`config.mk`:
```
export PLATFORM = sky130hd
export DESIGN_NAME = div16_by8_r4_seq_flat
export DESIGN_NICKNAME = d
export VERILOG_FILES = /design/src/rtl/div16_by8_r4_seq_pkg.sv /design/src/rtl/div16_by8_r4_seq_if.sv /design/src/rtl/div16_by8_r4_seq_step.sv /design/src/rtl/div16_by8_r4_seq.sv /design/src/flat_wrapper.sv
export SDC_FILE = /design/constraint.sdc
export NUM_CORES = 1
export LEC_CHECK = 0
export ABC_CLOCK_PERIOD_IN_PS = 6580
export CORE_UTILIZATION = 40
export DETAILED_ROUTE_END_ITERATION = 6
export MAX_ROUTING_LAYER = met4
export REMOVE_ABC_BUFFERS = 1
export SLEW_MARGIN = 5
export SYNTH_ARGS = -nofsm -noshare
export SYNTH_HDL_FRONTEND = slang
export SYNTH_SLANG_ARGS = --single-unit
```
`constraint.sdc`:
```
create_clock -name clk -period 6.58 [get_ports clk]
set_clock_uncertainty 0.05 [all_clocks]
set_input_delay 0.658 -clock clk [delete_from_list [all_inputs] [get_ports clk]]
set_output_delay 0.658 -clock clk [all_outputs]
set_load 0.01 [all_outputs]
```
`src/rtl/div16_by8_r4_seq_pkg.sv`:
```
// div_pkg: shared constants and FSM state type for the radix-4 sequential divider
package div_pkg;
  localparam int N = 8;
  localparam int N_ITER = N;
  localparam int CNT_W = $clog2(N_ITER);
  localparam int PR_W = N + 2;
  localparam logic [2*N-1:0] DZ_Q = 16'hFFFF;
  typedef enum logic [1:0] {IDLE, RUN, DONE} state_t;
endpackage

```
`src/rtl/div16_by8_r4_seq_if.sv`:
```
// div16_by8_r4_seq_if: operand/result valid-ready bundle for the divider
// master drives in_valid/A/B/out_ready; slave (the divider) drives in_ready/out_valid/Q/R[/dz_err].
// dz_err exists only when DIV_ZERO_ERR_EN is defined.
interface div16_by8_r4_seq_if;
  import div_pkg::*;
  logic in_valid;
  logic in_ready;
  logic [2*N-1:0] A;
  logic [N-1:0] B;
  logic out_valid;
  logic out_ready;
  logic [2*N-1:0] Q;
  logic [N-1:0] R;
`ifdef DIV_ZERO_ERR_EN
  logic dz_err;
  modport master (output in_valid, A, B, out_ready, input in_ready, out_valid, Q, R, dz_err);
  modport slave (input in_valid, A, B, out_ready, output in_ready, out_valid, Q, R, dz_err);
`else
  modport master (output in_valid, A, B, out_ready, input in_ready, out_valid, Q, R);
  modport slave (input in_valid, A, B, out_ready, output in_ready, out_valid, Q, R);
`endif
endinterface

```
`src/rtl/div16_by8_r4_seq_step.sv`:
```
// div_r4_step: one radix-4 restoring step, shifts two dividend bits into pr and subtracts the largest k*B
// pr_i: partial remainder, d_i: next two dividend bits, b_i: divisor; q_o: digit, pr_o: next partial remainder
module div_r4_step
  import div_pkg::*;
(
  input  logic [PR_W-1:0] pr_i,
  input  logic [1:0]      d_i,
  input  logic [N-1:0]    b_i,
  output logic [1:0]      q_o,
  output logic [PR_W-1:0] pr_o
);
  logic [PR_W-1:0] sh, b1, b2, b3;
  assign sh = (pr_i << 2) | {{(PR_W-2){1'b0}}, d_i};
  assign b1 = {2'b00, b_i};
  assign b2 = {1'b0, b_i, 1'b0};
  assign b3 = b1 + b2;
  assign q_o = sh >= b3 ? 2'd3 : sh >= b2 ? 2'd2 : sh >= b1 ? 2'd1 : 2'd0;
  assign pr_o = sh - (q_o == 2'd3 ? b3 : q_o == 2'd2 ? b2 : q_o == 2'd1 ? b1 : '0);
endmodule

```
`src/rtl/div16_by8_r4_seq.sv`:
```
// div16_by8_r4_seq: sequential 16/8 unsigned divider, radix-4 restoring, 2 quotient bits per cycle
// clk/rst: clock and async active-high reset; io: div16_by8_r4_seq_if slave (A/B in, Q/R out, valid/ready both sides).
// DIV_ZERO_ERR_EN adds the dz_err flag; a zero divisor always yields Q=FFFF, R=A[7:0].
module div16_by8_r4_seq
  import div_pkg::*;
(
  input logic clk,
  input logic rst,
  div16_by8_r4_seq_if.slave io
);
  state_t state_q, state_d;
  logic [CNT_W-1:0] cnt_q, cnt_d;
  logic [2*N-1:0] qs_q, qs_d, q_q, q_d;
  logic [N-1:0] b_q, b_d, r_q, r_d;
  logic [PR_W-1:0] pr_q, pr_d, pr_n;
  logic [1:0] dig;
  logic ov_q, ov_d;
  div_r4_step u_step (.pr_i(pr_q), .d_i(qs_q[2*N-1:2*N-2]), .b_i(b_q), .q_o(dig), .pr_o(pr_n));
  always_comb begin
    state_d = state_q;
    cnt_d = cnt_q;
    qs_d = qs_q;
    b_d = b_q;
    pr_d = pr_q;
    q_d = q_q;
    r_d = r_q;
    ov_d = ov_q;
    case (state_q)
      IDLE: if (io.in_valid) begin
        qs_d = io.A;
        b_d = io.B;
        pr_d = '0;
        cnt_d = '0;
        state_d = RUN;
      end
      RUN: begin
        qs_d = {qs_q[2*N-3:0], dig};
        pr_d = pr_n;
        cnt_d = cnt_q + 1'b1;
        state_d = cnt_q == CNT_W'(N_ITER - 1) ? DONE : RUN;
      end
      DONE: if (!ov_q) begin
        // with B=0 every digit is 3 and pr just accumulates the low dividend bits, so pr[7:0]=A[7:0]
        ov_d = 1'b1;
        q_d = b_q == '0 ? DZ_Q : qs_q;
        r_d = pr_q[N-1:0];
      end else if (io.out_ready) begin
        ov_d = 1'b0;
        state_d = IDLE;
      end
      default: state_d = IDLE;
    endcase
  end
  always_ff @(posedge clk or posedge rst)
    if (rst) begin
      state_q <= IDLE;
      cnt_q <= '0;
      qs_q <= '0;
      b_q <= '0;
      pr_q <= '0;
      q_q <= '0;
      r_q <= '0;
      ov_q <= 1'b0;
    end else begin
      state_q <= state_d;
      cnt_q <= cnt_d;
      qs_q <= qs_d;
      b_q <= b_d;
      pr_q <= pr_d;
      q_q <= q_d;
      r_q <= r_d;
      ov_q <= ov_d;
    end
  assign io.in_ready = state_q == IDLE;
  assign io.out_valid = ov_q;
  assign io.Q = q_q;
  assign io.R = r_q;
`ifdef DIV_ZERO_ERR_EN
  logic dz_q;
  always_ff @(posedge clk or posedge rst)
    if (rst) dz_q <= 1'b0;
    else if (state_q == DONE && !ov_q) dz_q <= b_q == '0;
    else if (ov_q && io.out_ready) dz_q <= 1'b0;
  assign io.dz_err = dz_q;
`endif
endmodule

```
`src/flat_wrapper.sv`:
```
// flat-port wrapper written by rule: the top's interface ports become plain ports
module div16_by8_r4_seq_flat import div_pkg::*;
  (clk, rst, io_in_valid, io_A, io_B, io_out_ready, io_in_ready, io_out_valid, io_Q, io_R);
  div16_by8_r4_seq_if io_i ();
  input logic clk;
  input logic rst;
  input wire logic [$bits(io_i.in_valid)-1:0] io_in_valid;
  input wire logic [$bits(io_i.A)-1:0] io_A;
  input wire logic [$bits(io_i.B)-1:0] io_B;
  input wire logic [$bits(io_i.out_ready)-1:0] io_out_ready;
  output wire logic [$bits(io_i.in_ready)-1:0] io_in_ready;
  output wire logic [$bits(io_i.out_valid)-1:0] io_out_valid;
  output wire logic [$bits(io_i.Q)-1:0] io_Q;
  output wire logic [$bits(io_i.R)-1:0] io_R;
  assign io_i.in_valid = io_in_valid;
  assign io_i.A = io_A;
  assign io_i.B = io_B;
  assign io_i.out_ready = io_out_ready;
  assign io_in_ready = io_i.in_ready;
  assign io_out_valid = io_i.out_valid;
  assign io_Q = io_i.Q;
  assign io_R = io_i.R;
  div16_by8_r4_seq u_core (.clk(clk), .rst(rst), .io(io_i));
endmodule
```
# Word level (Yosys, flattened, before mapping)
# Index checks and enable logic that the tools add are counted.
[totals] reg_bits=62 out_inout_bits=26
[op_classes] addsub=3 muxes=20 magnitude_cmp=3 reduce_logical=7 eq_ne=9 bitwise=2
[ops] operator="$mux W16" n=2
[ops] operator="$mux W8" n=4
[ops] operator="$pmux W16 S2" n=1
[ops] operator="$pmux W8 S2" n=1
[ops] operator="$mux W2" n=6
[ops] operator="$add A8 B9 Y10" n=1
[ops] operator="$ge A10 B10 Y1" n=1
[ops] operator="$ge A10 B8 Y1" n=1
[ops] operator="$ge A10 B9 Y1" n=1
[ops] operator="$or A10 B2 Y10" n=1
[ops] operator="$logic_not A8 Y1" n=1
[ops] operator="$sub A8 B8 Y8" n=1
[ops] operator="$eq A2 B2 Y1 const B" n=3
[ops] operator="$pmux W2 S3" n=1
[ops] operator="$pmux W3 S2" n=1
[ops] operator="$reduce_and A2 Y1" n=3
[ops] operator="$eq A2 B1 Y1 const B" n=2
[ops] operator="$ne A2 B2 Y1 const B" n=2
[ops] operator="$add A3 B1 Y3 const B" n=1
[ops] operator="$eq A3 B3 Y1 const B" n=1
[ops] operator="$mux W1" n=3
[ops] operator="$mux W3" n=1
[ops] operator="$reduce_and A3 Y1" n=1
[ops] operator="$logic_not A2 Y1" n=1
[ops] operator="3 further kinds" n=3

# Depth between registers and ports, before layout
# Gate-level depths: netlist of the first run.
[depth] ltp_word=11 mapped_depth=23 mapped_depth_nobuf=23

# By module
# Synthesis of the first run repeated with hierarchy kept, for this count alone.
[hier_totals] hier_cells=383 area_unflattened_um2=4053.9
[by_module_without_submodules] mod="div16_by8_r4_seq" n_inst=1 cells_each=206 area_each_um2=2606.2
[by_module_without_submodules] mod="div_r4_step" n_inst=1 cells_each=177 area_each_um2=1447.6

# Least setup slack after synthesis of the first run
# OpenSTA, ideal clock, no wires.
[synth_path] kind="register to register" start="register u_core.b_q[1]" end="register u_core.pr_q[7]" n_path_buf=1 required_ps=6392 setup_time_ps=138 t_arrival_ps=4397 path_stages_with_launch=23 slack_ps=1995 path_cell_list="dfrtp_1 > ha_1 > fa_1 > a211oi_1 > o21bai_1 > a21o_1 > xor2_1 > inv_1 > ha_1 > and4_1 > o211ai_1 > a21oi_1 > or2_2 > buf_2 > a221oi_1 > a21o_1 > ha_1 > o2111ai_1 > nand4_1 > a21o_1 > and2_1 > a221oi_1 > o211ai_1"
[synth_via] elab_chain_len=10
[synth_rtl] element="start, declared" line="div16_by8_r4_seq.sv:14" text="logic [N-1:0] b_q, b_d, r_q, r_d;"
[synth_rtl] element="start signal, assigned" line="div16_by8_r4_seq.sv:59" text="b_q <= '0;"
[synth_rtl] element="start signal, assigned" line="div16_by8_r4_seq.sv:68" text="b_q <= b_d;"
[synth_rtl] element="branches (longest 7 deep; another with $add A8 B9 Y10)"
[synth_rtl] element="$mux W8 (*)" line="div16_by8_r4_seq_step.sv:18" text="assign pr_o = sh - (q_o == 2'd3 ? b3 : q_o == 2'd2 ? b2 : q_o == 2'd1 ? b1 : '0);"
[synth_rtl] element="$sub A8 B8 Y8 (*)" line="div16_by8_r4_seq_step.sv:18"
[synth_rtl] element="$pmux W8 S2 (*)" line="div16_by8_r4_seq.sv:28" text="case (state_q)"
[synth_rtl] element="end signal, assigned" line="div16_by8_r4_seq.sv:69" text="pr_q <= pr_d;"
[synth_rtl] element="end, declared" line="div16_by8_r4_seq.sv:15" text="logic [PR_W-1:0] pr_q, pr_d, pr_n;"
# Every way passes the cells marked *.
# A chain may end at the register's enable or synchronous reset.

# Final worst setup path of the first run
[layout_path] start="register u_core.b_q[1]" end="register u_core.pr_q[6]"
# The elaborated chain is that of the path after synthesis.

==> summary.txt, run 1 <==
Timing
  – Final Cycle Share: a little under 80%
  – Final min period: a little over 5 ns
  – Fin. max-slew vios: 0
  – Least-Margin Pin Slew: around 0.8 ns
  – Setup TNS: 0 ns
  – RSZ-0062 raised after global routing: false
  – Slew margin rel.: between 40% and 50%
  – Final setup viols: 0
  – Final Hold Vio Count: 0
  – FMAX: 0.194 GHz

Critical path
  – Slowest-stage cell, CP: dfrtp_1
  – Most used cell, CP: ha_1
  – Setup crit end: u_core.pr_q[6]
  – CP Launch Type: flop
  – Critical Path RT: about 6.8 ns
  – Slowest stage delay, CP: roughly 0.46 ns
  – CP Capture Type: flop
  – R2R Setup Slk: ~1.4 ns
  – Reg2Reg Depth: 23
  – R2R Path Start: u_core.b_q[1]
  – Top delay family on crit path: adder cells
  – Crit Path Max Fanout: 13
  – Levels on crit path: 23
  – Critical path class: reg -> reg
  – Cell Chain, Critical Path: ha_1, fa_1, a211oi_1, o21bai_1, a21o_1, xor2_1, inv_1, ha_1, and4_1, o211ai_1, a21oi_1, or2_2, nor2_1, nor2_1, ha_1, fa_1, nor2b_1, o21ai_0, nand2b_1, a21o_1, a21oi_1, xor2_1, o21ai_0
  – Reg-to-Reg End: u_core.pr_q[6]
  – CP Buf/Inv Count: 1
  – Worst path arrival time: roughly 5.4 ns
  – CP startpoint: u_core.b_q[1]

Clock network
  – Num CTS Buffers: 9
  – Clock Sink Count: a little over 60
  – Hold buffer count at cts: 0
  – H-tree Lvls: 3
  – Clk buf depth: 2
  – Clock Tree Root: clkbuf_8
  – Clk_lat worst skew: approximately 0.35 ns
  – Number of setup buffers added after CTS: 0
  – Reg clk slew, reported paths: around 0.07 ns
  – Number of gates resized after cts: 0
  – CTS tree: yes

Floorplan
  – Initial Utilization: 41.1%
  – Cell row count: 35
  – # IOs: 54
  – Die Width: 99.3 um
  – Die H: a little under 100 um
  – DIE AREA: ~0.0099 mm2
  – Core area: around 0.009 mm2

Routing
  – DR DRC count: 0
  – DR vias: 2,930
  – DR iter-0 viols: 109
  – Final wirelength: between 8000 and 9000 um
  – Routed wire per std cell: 16.5 um
  – Wire length on met3: about 400 um
  – Antenna-violating nets left: 0
  – Routed wl met2: 3970 um
  – WL met1: 4370 um
  – DR pass1 iterations: 6
  – DR top layer: met4
  – Vias per cell: 5.45

GRT
  – First-pass GRT wire length: between 10,000 and 15,000 um
  – Total grt overflow: 0
  – Initial antenna violation count: 0
  – Largest net degree at the start of global routing: 63
  – Vias in the first global route: slightly above 3k
  – Tot GR Track Use: 19.8%

Final layout
  – Fin nets: 498
  – Ant diodes: 0
  – Fin util: approximately half
  – Fin cells: around 540
  – Final Cell Area: approximately 0.0046 mm2
  – Share of layout cells above drive strength 1: under 10%
  – Syn-to-layout area delta: 22.0%
  – Footprint of the multi-input gates: 0.00209 mm2
  – FILL cells: around 880
  – Reg area: 0.00155 mm2

Yosys
  – Seq cells post-synth: 62
  – Post-synth ARST share: 100%
  – EDFF count, synth: 0
  – Area leader, netlist: dfrtp_1
  – Seq/Total Area, Yosys: 41.0%
  – Synth warn: 0
  – Cell variety after synth: 54
  – Main synth FF type: dfrtp_1
  – Post-synth top area share: ~41%
  – Post-synthesis instance total: 369
  – Commonest cells in the netlist: dfrtp_1, ha_1, nand2_1
  – Cell with the most instances after synthesis: dfrtp_1
  – Avg Inst Size Synth: a little over 10 um2
  – Synth top area cells: dfrtp_1, ha_1, o21ai_0, nand2_1, o22a_1
  – Synth Cell Area: roughly 0.0038 mm2

Flow run
  – Total of max-cap violations: 0

Placement
  – Placed inst area: 0.00442 mm2
  – Placed Cells: 522
  – Half-perimeter wire length after placement: 6250 um
  – # port buffers: between 50 and 60
  – Gpl congestion: around 0.9

Min path
  – Hold crit path type: reg -> reg

Run status
  – Outcome: finished clean
-- cell type report --
type,instances,share of cell area [%]
Multi-Input combinational cell,273,45.4
Sequential cell,62,33.6
Timing Repair Buffer,57,12.1
Clock buffer,11,3.06
Tap cell,111,3.01
Inverter,19,1.55
Clock inverter,5,1.25
-- registers in the layout (all words and copies together), names as in the netlist --
register             flops
u_core.io.Q             16
u_core.qs_q             16
u_core.b_q               8
u_core.io.R              8
u_core.pr_q              8
u_core.cnt_q             3
u_core.state_q           2
u_core.io.out_valid      1
-- metal layers --
metal | global-route usage, % | vias to the layer above
met2 | 31.0 | 58
li1 | - | 1452
met4 | 6.33 | 0
met1 | 25.3 | 1404
met5 | - | -
met3 | 4.85 | 16
-- worst min path at each step --
stage / from / end / depth (start not counted)
detailed placement: u_core.cnt_q[1] / u_core.cnt_q[1] / 1
finish: u_core.qs_q[10] / u_core.qs_q[10] / 2
global placement: u_core.qs_q[10] / u_core.qs_q[10] / 2
global route: u_core.io.Q[15] / u_core.io.Q[15] / 1
floorplan: u_core.cnt_q[0] / u_core.cnt_q[0] / 1
CTS: u_core.io.Q[13] / u_core.io.Q[13] / 1
-- kinds of logic (layout without fill, tap and decap cells) --
| logic type | count (synthesis) | count (layout) | share of synthesized area [%] |
|---|---|---|---|
| AOI/OAI and AO/OA | 113 | 113 | 20.8 |
| and+or+nand+nor | 81 | 81 | 10.0 |
| DFF | 62 | 62 | 41.0 |
| adders and majority gates | 48 | 48 | 16.3 |
| buffers and inverters | 34 | 92 | 3.77 |
| muxes | 22 | 22 | 6.08 |
| xor gates and xnor gates | 9 | 9 | 2.08 |
-- worst register-to-register path, cell delays in order, from the launching register on --
cell      delay, ns
dfrtp_1        0.46
ha_1           0.24
fa_1           0.43
a211oi_1       0.25
o21bai_1       0.11
a21o_1         0.21
xor2_1         0.28
inv_1          0.08
ha_1           0.30
and4_1         0.21
o211ai_1       0.09
a21oi_1        0.07
or2_2          0.42
nor2_1         0.30
nor2_1         0.08
ha_1           0.22
fa_1           0.39
nor2b_1        0.15
o21ai_0        0.10
nand2b_1       0.13
a21o_1         0.13
a21oi_1        0.07
xor2_1         0.14
o21ai_0        0.14
-- cells in the final DEF (no fill, tap or decap), types with 2 or more instances in the layout --
cell type and instances:
nor3_1 3, and2_1 2, clkinv_2 2, o21bai_1 2, o21ai_0 37, a22o_1 3, ha_1 46, nand3_1 6
o21a_1 2, o22a_1 17, mux2i_1 14, xor2_1 4, or2_1 2, nand2b_1 5, xnor2_1 5, a21o_1 13
inv_1 18, clkbuf_8 10, nor2_1 10, a31oi_1 2, a221oi_1 5, mux2_2 8, dfrtp_1 62, nand4_1 2
clkdlybuf4s50_1 53, nor2b_1 3, fa_1 2, buf_4 4, o211ai_1 3, nand2_1 40, a211oi_1 2, a21oi_1 13
-- per-stage QoR --
stage               setup slack (ns)  hold slack (ns)
floorplan                       2.08            0.418
global placement                1.70            0.440
detailed placement              1.55            0.442
CTS                             1.49            0.463
global route                    1.11            0.474
finish                          1.43            0.455
Power of run 1 is not shown: default switching activity piles up to over one toggle a cycle in this logic, so the estimate is an artifact.
==> run 2: changes to the inputs <==
--- a/config.mk
+++ b/config.mk
@@ -5,7 +5,7 @@
 export SDC_FILE = /design/constraint.sdc
 export NUM_CORES = 1
 export LEC_CHECK = 0
-export ABC_CLOCK_PERIOD_IN_PS = 6580
+export ABC_CLOCK_PERIOD_IN_PS = 4300
 export CORE_UTILIZATION = 40
 export DETAILED_ROUTE_END_ITERATION = 6
 export MAX_ROUTING_LAYER = met4
==> constraint.sdc (replaced) <==
create_clock -name clk -period 4.3 [get_ports clk]
set_clock_uncertainty 0.05 [all_clocks]
set_input_delay 0.43 -clock clk [delete_from_list [all_inputs] [get_ports clk]]
set_output_delay 0.43 -clock clk [all_outputs]
set_load 0.01 [all_outputs]
==> run 2 against run 1 <==
The flow now finishes with violations (setup timing); hold slack worse by 0.00057 ns; routed wire length is 6.5% higher; sequential share of layout area is 3.2 points lower; cell count is 6.7% higher; utilization is 5.3 points higher; cell area is 11% higher; largest cell class unchanged; highest routed layer unchanged.
==> summary.txt, run 2 (same netlist as run 1, synthesis figures left out) <==
Floorplan
  – Core area: 0.00920 mm2 (unchanged)
  – DIE AREA: 0.00985 mm2 (unchanged)
  – Initial Utilization: 41.1% (unchanged)
  – Cell row count: 35 (unchanged)
  – Die H: 99.3 um (unchanged)
  – # IOs: 54 (unchanged)
  – Die Width: 99.3 um (unchanged)

Timing
  – Least-Margin Pin Slew: 1.12 ns (was 0.789 ns)
  – Final min period: 4.56 ns (was 5.15 ns)
  – Final Hold Vio Count: 0 (unchanged)
  – Slew margin rel.: 25.1% (was 47.4%)
  – RSZ-0062 raised after global routing: true (was false)
  – Fin. max-slew vios: 0 (unchanged)
  – Final setup viols: 2 (was 0)
  – FMAX: 0.219 GHz (was 0.194 GHz)
  – Final Cycle Share: 106% (was 78.2%)
  – Fin worst setup slack: -0.264 ns (was 1.43 ns)

Placement
  – Gpl congestion: 0.919 (was 0.875)
  – # port buffers: 53 (unchanged)
  – Placed inst area: 0.00463 mm2 (was 0.00442 mm2)
  – Half-perimeter wire length after placement: 6560 um (was 6250 um)

Routing
  – DR vias: 3,121 (was 2,930)
  – DR DRC count: 0 (unchanged)
  – Vias per cell: 5.44 (was 5.45)
  – Antenna-violating nets left: 0 (unchanged)
  – DR iter-0 viols: 119 (was 109)
  – Routed wl met2: 4400 um (was 3970 um)
  – WL met1: 4390 um (was 4370 um)
  – DR pass1 iterations: 4 (was 6)
  – Routed wire per std cell: 16.5 um (about the same)
  – Final wirelength: 9460 um (was 8890 um)
  – Wire length on met3: 487 um (was 400 um)
  – DR top layer: met4 (unchanged)

Min path
  – Worst Hold Launch: u_core.cnt_q[0] (was u_core.qs_q[10])
  – Hold crit path type: reg -> reg (unchanged)
  – Hold-critical path depth: 1 (was 2)
  – Worst Hold Path EP: u_core.cnt_q[0] (was u_core.qs_q[10])

Flow run
  – Total of max-cap violations: 0 (unchanged)

Critical path
  – CP Capture Type: flop (unchanged)
  – CP Launch Type: flop (unchanged)
  – R2R Setup Slk: -0.26 ns (was 1.43 ns)
  – Reg-to-Reg End: u_core.pr_q[7] (was u_core.pr_q[6])
  – Critical path class: reg -> reg (unchanged)
  – Crit Path Max Fanout: 3 (was 13)
  – Critical Path RT: 4.47 ns (was 6.78 ns)
  – Worst path arrival time: 4.73 ns (was 5.35 ns)
  – R2R Path Start: u_core.b_q[1] (unchanged)
  – Reg2Reg Depth: 24 (was 23)

Clock network
  – Clk buf depth: 2 (unchanged)
  – Clock Sink Count: 62 (unchanged)
  – Reg clk slew, reported paths: 0.07 ns (about the same)
  – CTS tree: yes (unchanged)
  – H-tree Lvls: 3 (unchanged)
  – Clock Tree Root: clkbuf_8 (unchanged)
  – Clk_lat worst skew: 0.35 ns (about the same)
  – Num CTS Buffers: 9 (unchanged)

Final layout
  – Final Cell Area: 0.00510 mm2 (was 0.00461 mm2)
  – Fin nets: 534 (was 498)
  – Most frequent cells in the layout: dfrtp_1, clkdlybuf4s50_1, ha_1 (unchanged)
  – Most common cell after layout, fill and taps aside: dfrtp_1 (unchanged)
  – Share of layout cells above drive strength 1: 22.2% (was 8.43%)
  – Ant diodes: 0 (unchanged)
  – Syn-to-layout area delta: 34.8% (was 22.0%)
  – FILL cells: 829 (was 881)

GRT
  – Total grt overflow: 0 (unchanged)
  – First-pass GRT wire length: 16,100 um (was 14,800 um)
  – Largest net degree at the start of global routing: 34 (was 63)
  – Tot GR Track Use: 21.6% (was 19.8%)
  – Initial antenna violation count: 0 (unchanged)
  – Vias in the first global route: 3,297 (was 3,043)

Run status
  – Failing checks: setup timing
  – Outcome: complete, but fails checks (was finished clean)
==> run 2: cell types whose count changed in the layout (fill, tap and decap cells not counted), sizes merged <==
cell	change
clkinvlp	+1
inv	-1
clkbuf	-1
or2	+1
buf	+35
bufinv	+1
==> run 2: worst max-delay path, cell delays in order, from the launching register on <==
cell,delay (ns)
dfrtp_2,0.44
buf_6,0.14
ha_4,0.20
a21o_1,0.18
a21oi_2,0.16
o21bai_1,0.11
a21oi_2,0.24
o21ai_2,0.08
xnor2_1,0.13
ha_1,0.29
and4_1,0.21
o211ai_1,0.10
a21oi_2,0.18
nor2_2,0.08
nor2_1,0.15
a21o_1,0.11
inv_1,0.04
ha_1,0.28
nor2b_4,0.13
o2111ai_2,0.20
nand4_1,0.13
a21o_1,0.26
and2_4,0.18
a221oi_2,0.23
o211ai_1,0.11
==> run 2: worst max path at each step <==
| stage | slack (ns) | cells after the start | start | end |
|---|---|---|---|---|
| after detailed placement | -0.43 | 21 | u_core.b_q[0] | u_core.pr_q[7] |
| final | -0.26 | 24 | u_core.b_q[1] | u_core.pr_q[7] |
| after CTS | -0.19 | 21 | u_core.b_q[1] | u_core.pr_q[7] |
| after floorplan | -0.20 | 21 | u_core.b_q[1] | u_core.pr_q[7] |
| after global routing | -0.50 | 24 | u_core.b_q[1] | u_core.pr_q[7] |
| after global placement | -0.36 | 23 | u_core.b_q[0] | u_core.pr_q[6] |
==> run 2: cell type report <==
cell class              count  area, um2  share of cell area, %
well taps                 111        139                   2.72
clock buffers              10        128                   2.50
flip-flops and latches     62       1550                   30.5
multi-input cells         274       2290                   44.9
repair buffers             92        831                   16.3
clock inverters             6       86.3                   1.69
inverters                  19       71.3                   1.40
==> run 2: repair_timing <==
item / CTS / global route
setup buffers: 2 / 5
setup endpoints to repair: 4 / 5
pin swaps: 13 / 26
hold buffers: 0 / 0
gates resized for setup: 26 / 22
cloned: 1 / 0
==> run 2: through the flow <==
| stage | instances | setup slack [ns] | setup TNS (ns) | hold slack (ns) | utilization (%) |
|---|---|---|---|---|---|
| 2_1_floorplan | 354 | -0.198 | -0.383 | 0.418 | - |
| 3_3_place_gp | 551 | -0.362 | -0.919 | 0.439 | 50.4 |
| 3_5_place_dp | 551 | -0.434 | -1.25 | 0.445 | 50.4 |
| 4_1_cts | 570 | -0.193 | -0.334 | 0.455 | 53.9 |
| 5_1_grt | 574 | -0.501 | -1.05 | 0.465 | 55.5 |
| 6_report | 574 | -0.264 | -0.372 | 0.454 | 55.5 |
==> run 2: routing by layer <==
| metal | vias up | global-route usage, % |
|---|---|---|
| li1 | 1521 | - |
| met2 | 76 | 34.4 |
| met3 | 16 | 5.48 |
| met4 | 0 | 7.69 |
| met1 | 1508 | 26.8 |
| met5 | - | - |
Power of run 2 is left out for the same reason.
